### src/rtl/result_demux.sv
// Routes a byte stream into two independent FIFO channels, A and B, steered either
// directly by Select or alternately by a two-state machine.
module result_demux #(
    parameter int WIDTH = 8,
    parameter int DEPTH = 2
) (
    input  logic                     clk,
    input  logic                     reset,
    input  logic [WIDTH-1:0]         DataIn,
    input  logic                     InValid,
    output logic                     InReady,
    input  logic                     Select,
    input  logic                     Mode,
    output logic [WIDTH-1:0]         NumA,
    output logic                     ValidA,
    input  logic                     ReadyA,
    output logic [WIDTH-1:0]         NumB,
    output logic                     ValidB,
    input  logic                     ReadyB,
    output logic [$clog2(DEPTH):0]   CountA,
    output logic [$clog2(DEPTH):0]   CountB,
    output logic                     dbg_state
);

    localparam int AW = $clog2(DEPTH);
    localparam int CW = AW + 1;

    typedef enum logic { NEXT_A = 1'b0, NEXT_B = 1'b1 } state_t;

    // Handshake: a transfer happens on any edge where valid and ready are both 1;
    // valid never depends on ready, and ready may depend on the current target only.
    state_t                  state;
    logic                    target;
    logic [1:0]              full;
    logic [1:0]              push;
    logic [1:0]              pop;
    logic [1:0]              valid_ch;
    logic [1:0]              ready_ch;
    logic [1:0][WIDTH-1:0]   head;
    logic [1:0][CW-1:0]      count;

    assign target   = Mode ? (state == NEXT_B) : Select;
    assign InReady  = ~full[target];
    assign push[0]  = InValid & InReady & ~target;
    assign push[1]  = InValid & InReady & target;
    assign ready_ch = {ReadyB, ReadyA};
    assign pop      = valid_ch & ready_ch;

    for (genvar ch = 0; ch < 2; ch++) begin : g_chan
        logic [WIDTH-1:0] mem [DEPTH];
        logic [AW-1:0]    wr_ptr;
        logic [AW-1:0]    rd_ptr;
        logic [CW-1:0]    cnt;

        assign full[ch]     = (cnt == CW'(DEPTH));
        assign valid_ch[ch] = (cnt != '0);
        assign head[ch]     = valid_ch[ch] ? mem[rd_ptr] : '0;
        assign count[ch]    = cnt;

        // Pointers are AW bits wide, so they wrap modulo DEPTH on their own.
        always_ff @(posedge clk or posedge reset) begin
            if (reset) begin
                for (int i = 0; i < DEPTH; i++) mem[i] <= '0;
                wr_ptr <= '0;
                rd_ptr <= '0;
                cnt    <= '0;
            end else begin
                if (push[ch]) begin
                    mem[wr_ptr] <= DataIn;
                    wr_ptr      <= wr_ptr + 1'b1;
                end
                if (pop[ch]) rd_ptr <= rd_ptr + 1'b1;
                case ({push[ch], pop[ch]})
                    2'b10:   cnt <= cnt + 1'b1;
                    2'b01:   cnt <= cnt - 1'b1;
                    default: cnt <= cnt;
                endcase
            end
        end
    end

    // Direct mode pins the state to NEXT_A so alternate mode always restarts at A.
    always_ff @(posedge clk or posedge reset) begin
        if (reset) begin
            state <= NEXT_A;
        end else if (!Mode) begin
            state <= NEXT_A;
        end else if (InValid && InReady) begin
            state <= (state == NEXT_A) ? NEXT_B : NEXT_A;
        end
    end

    assign NumA      = head[0];
    assign NumB      = head[1];
    assign ValidA    = valid_ch[0];
    assign ValidB    = valid_ch[1];
    assign CountA    = count[0];
    assign CountB    = count[1];
    assign dbg_state = state;

endmodule

### config.mk
export PLATFORM = sky130hd
export DESIGN_NAME = result_demux
export DESIGN_NICKNAME = d
export VERILOG_FILES = /design/src/rtl/result_demux.sv
export SDC_FILE = /design/constraint.sdc
export NUM_CORES = 1
export LEC_CHECK = 0
export BUFFER_PORTS_ARGS = -buffer_cell sky130_fd_sc_hd__buf_4
export CAP_MARGIN = 20
export CORE_UTILIZATION = 48
export CTS_BUF_LIST = sky130_fd_sc_hd__clkbuf_16
export CTS_CLUSTER_SIZE = 24
export DETAILED_ROUTE_END_ITERATION = 12
export PLACE_DENSITY = 0.71
export SETUP_SLACK_MARGIN = 0.1
export SLEW_MARGIN = 20
export SYNTH_ARGS = -nofsm -noshare
export SYNTH_HDL_FRONTEND = slang
export SYNTH_SLANG_ARGS = --single-unit
### constraint.sdc
create_clock -name clk -period 3.1 [get_ports clk]
set_input_delay 0.31 -clock clk [delete_from_list [all_inputs] [get_ports clk]]
set_output_delay 0.31 -clock clk [all_outputs]
set_load 0.01 [all_outputs]
# Word level (Yosys, flattened, before mapping)
# Cells that the tools add are included.
[op_classes]
n_lt_le_gt_ge = 7
n_bitwise = 10
add_sub_neg = 8
reduce_logical = 7
n_eq_ne = 7
mux = 22
[op_table]
columns = ["op", "count"]
rows = [
  ["8-bit two-way mux", 10],
  ["16-bit bitwise mux", 2],
  ["8-bit demux with 1-bit select", 2],
  ["2-bit equality test (second input constant)", 4],
  ["2-bit >= comparator (second input constant)", 4],
  ["1-bit inverter with 2-bit output", 4],
  ["2-bit case mux with 2 select lines", 2],
  ["2-bit nonzero test", 4],
  ["1-bit two-way mux", 6],
  ["1-bit adder (second input constant)", 4],
  ["2-bit by 1-bit adder with 2-bit output (second input constant)", 2],
  ["2-bit by 1-bit equality test with 1-bit output (second input constant)", 2],
  ["2-bit by 1-bit < comparator with 1-bit output (second input constant)", 2],
  ["2-bit by 1-bit subtractor with 2-bit output (second input constant)", 2],
  ["1-bit bitwise AND", 3],
  ["1-bit logical AND", 3],
  ["2-bit bitwise AND", 1],
  ["1-bit by 2-bit < comparator with 1-bit output (second input constant)", 1],
  ["2-bit by 1-bit != test with 1-bit output (second input constant)", 1],
  ["1-bit inverter", 2],
]
[word_totals]
word_cells = 72
in_bits = 15
reg_bits = 41
output_inout_bits = 24

# Longest topological paths before layout
[depth]
depth_word = 8
mapped_depth = 6
ltp_nobuf = 6

# Least setup slack after synthesis
# No wires, ideal clock.
[synth_path]
path_type = "register -> register"
from = "register g_chan[1].cnt[0], in the netlist CountB[0]"
to = "register g_chan[1].cnt[1], in the netlist CountB[1]"
setup_time_ps = 79
setup_slack_ps = 1473
path_buffers = 0
period_less_slack_ps = 1627
path_stages_with_launch = 6
required_ps = 3021
t_arrival_ps = 1548
cell_sequence = "dfrtp_1 nor2_1 nor2b_1 ha_1 nor2_1 xor2_1"
[synth_via]
word_cells_on_any_way = 14
cone_classes = "2 x add/sub; 3 x eq/ne; 3 x mux; 4 x bitwise; 2 x reduce/logical"
[synth_rtl]
columns = ["item", "line", "rtl"]
rows = [
  ["start: declaration", "53", "logic [CW-1:0] cnt;"],
  ["start signal: assignment", "74", "2'b10: cnt <= cnt + 1'b1;"],
  ["start signal: assignment", "75", "2'b01: cnt <= cnt - 1'b1;"],
  ["start signal: assignment", "76", "default: cnt <= cnt;"],
  ["2-bit nonzero test *", "56", "assign valid_ch[ch] = (cnt != '0);"],
  ["2-bit bitwise AND *", "47", "assign pop = valid_ch & ready_ch;"],
  ["named net pop[1]", "36", "logic [1:0] pop;"],
  ["2-bit by 1-bit equality test with 1-bit output or 2-bit equality test (tied branches)", "73", "case ({push[ch], pop[ch]})"],
  ["2-bit case mux with 2 select lines or 2-bit nonzero test (tied branches)", "-", ""],
]
# Mark *: on every way through the listed nets, which the timed path passes. The rest lies on a longest branch. The select of a mux whose other input is x is not followed.
# A chain may end at the register's enable or synchronous reset.

# Worst setup path in the final report
# Ends and elaborated chain as after synthesis.

==> qor.yml <==
rsz0062_at_grt: "no"
clkLatencyLatePin_ps: 270
via_count: 1224
reg2reg_depth: 6
tightest_slew_ps: 701
crit_chain: "nor2_1 > nor2b_1 > ha_1 > xnor2_1 > nor2_1 > xor2_1"
cts_buffers: 5
numClockSinks: 41
clockRootBuffer: "clkbuf_16"
cts_resized: 0
core.rowCount: 22
grt.total_usage_pct: 20.3
postLayoutSetupSlackWorst_ps: 1140
cts.clk_slew.worst_paths_ps: 60
grt_start_max_net_pins: 42
seq_area_frac_synth_pct: 52.4
finalHoldViolCount: 0
detailedRoute.firstPassIterationCount: 4
dieWidth_um: 65.9
drc_errors: 0
critPathCaptureType: "flop"
final.setup_skew_ps: 1.86
synth_area_leaders: "dfrtp_1 52%, mux2_2 14%, mux2i_1 8.2%, mux2_4 6.1%, nor2_1 3.8%"
worstPathArrival_ps: 2160
synthesis.area_um2: 1960
drv_cap: 0
reg2reg_slack_ps: 1140
yosysWarnings: 0
power.total_uw: 2790
ios: 39
syn_avg_cell_area_um2: 13.7
antenna_found_initial: 0
dieArea_um2: 4340
nets: 203
synth_top_area_share_pct: 52.4
dpl.hpwl_mm: 2.73
clockBufferDepth: 2
fin_hold_ws_ps: 165
final_common_cell: "dfrtp_1"
cts_setup_buffers: 0
cp_top_family: "simple AND/OR/NAND/NOR gates"
crit_buf_inv: 0
initial_core_util_pct: 51.9
cpMostUsedCell: "nor2_1"
area_growth_pct: 24.0
pre_cts_ws_ps: 1140
fin_crit_sh_pct: 63.3
cp.required_ps: 3290
gp_congestion: 0.727
setup_viol: 0
drtIter0Drc: 52
ys_ff_latch: 41
synth_fp_nets: 160
synthCells: 143
cts_hold_buffers: 0
max_stage_delay_ps: 570
cp-start-kind: "flop"
grt_pass1_vias: 1274
grt-ovfl-total: 0
drive_gt1_share_pct: 45.5
n_antenna_cell: 0
htreeDepth: 2
grt_pass1_wl_mm: 6.30
max_freq_mhz: 509
irDropWorstVdd_v: 0.000567
wire_per_inst_um: 16.2
powerDensity_nw_per_um2: 1150
wl_mm: 3.80
slowest_stage: "nor2_1"
cts_tree: "done"
die_height_um: 65.9
synth_cell_types: 25
io_buffers: 38
fill_cells: 291
core_um2: 3770
slew_viol_final: 0
setup-tns-final_ps: 0
crit_type: "flop to flop"
r2r-start: "CountB[0]"
min_path_type: "input pin to async pin"
final_cell_mix: "41 x dfrtp_1, 39 x buf_4, 25 x mux2_2"
crit_fanout: 10
antenna_left: 0
status: "complete, no violations"
synth_area_leader_cell: "dfrtp_1"
vias_per_cell: 5.21
startpoint: "CountB[0]"
period_needed_ps: 1960
relSlewSlack_pct: 53.1
r2r-end: "CountB[1]"
p_leak_uw: 0.00119
[power by group]
group / switching, uW / total (uW) / leakage [uW] / internal, uW
logic: 538 / 1270 / 0.000627 / 732
registers: 233 / 1040 / 0.000488 / 811
clock network: 186 / 475 / 0.0000776 / 289
total: 957 / 2790 / 0.00119 / 1830
[kinds of logic after synthesis]
logic type / share of synthesized area, %
muxes: 29.9
DFF: 52.4
and+or+nand+nor: 10.2
xor gates and xnor gates: 4.03
buffers and inverters: 1.53
AOI/OAI and AO/OA: 0.639
adders and majority gates: 1.28
[metrics by stage]
step | utilization (%) | instances | area [um^2]
finish | 64.4 | 235 | 2430
global route | 64.4 | 235 | 2430
CTS | 64.4 | 235 | 2430
detailed placement | 60.7 | 227 | 2290
global placement | 60.7 | 227 | 2290
floorplan | - | 143 | 1960
[synthesized netlist by cell type]
cell type	count
dfrtp_1	41
xor2_1	4
mux2i_1	16
nand3_4	1
inv_1	3
xnor2_1	5
nand2b_1	1
and3_2	1
nor2_4	1
clkbuf_1	2
nand3b_4	1
ha_1	2
nand2_1	2
nand4_2	1
mux2i_4	1
mux2_4	8
buf_6	1
nand4b_2	1
a21oi_1	1
nor2b_1	2
o21a_1	1
nor2_1	20
or2_1	1
or2b_2	1
mux2_2	25
[final cells by class]
class | instances | area [um^2] | area share (%)
repair buffers | 39 | 293 | 12.1
clock buffers | 5 | 125 | 5.15
clock inverters | 3 | 11.3 | 0.464
inverters | 3 | 11.3 | 0.464
flip-flops and latches | 41 | 1030 | 42.3
well taps | 48 | 60.1 | 2.47
multi-input cells | 96 | 901 | 37.1
[worst max-delay path by stage]
stage	to	depth (start not counted)	slack, ps
final	CountB[1]	6	1140
after global routing	CountB[1]	6	970
after CTS	CountB[1]	5	1130
after detailed placement	CountB[1]	5	1140
after global placement	g_chan[0].mem[15]	4	1300
after floorplan	CountB[1]	5	1470
[flip-flops by register name (all words and copies together), names as in the netlist]
name / cells
CountA: 2
dbg_state: 1
CountB: 2
g_chan.mem: 32
g_chan.wr_ptr: 2
g_chan.rd_ptr: 2
[routing by layer]
layer / part of all wire [%] / routed length, um / global-route usage [%] / vias to the layer above
li1: - / - / - / 575
met1: 46 / 1740 / 25.9 / 622
met2: 50 / 1900 / 33.4 / 25
met3: 3.8 / 143 / 5.17 / 2
met4: 0.47 / 18 / 6.52 / 0
met5: 0 / 0 / 0 / -
[worst register-to-register path, delay by kind of cell, from the launching register on]
family                     cells  cell delay, ps
xor gates and xnor gates       2             300
DFF                            1             430
and+or+nand+nor                3             880
adders and majority gates      1             270
Note: power is estimated with default switching activity, not from simulation.
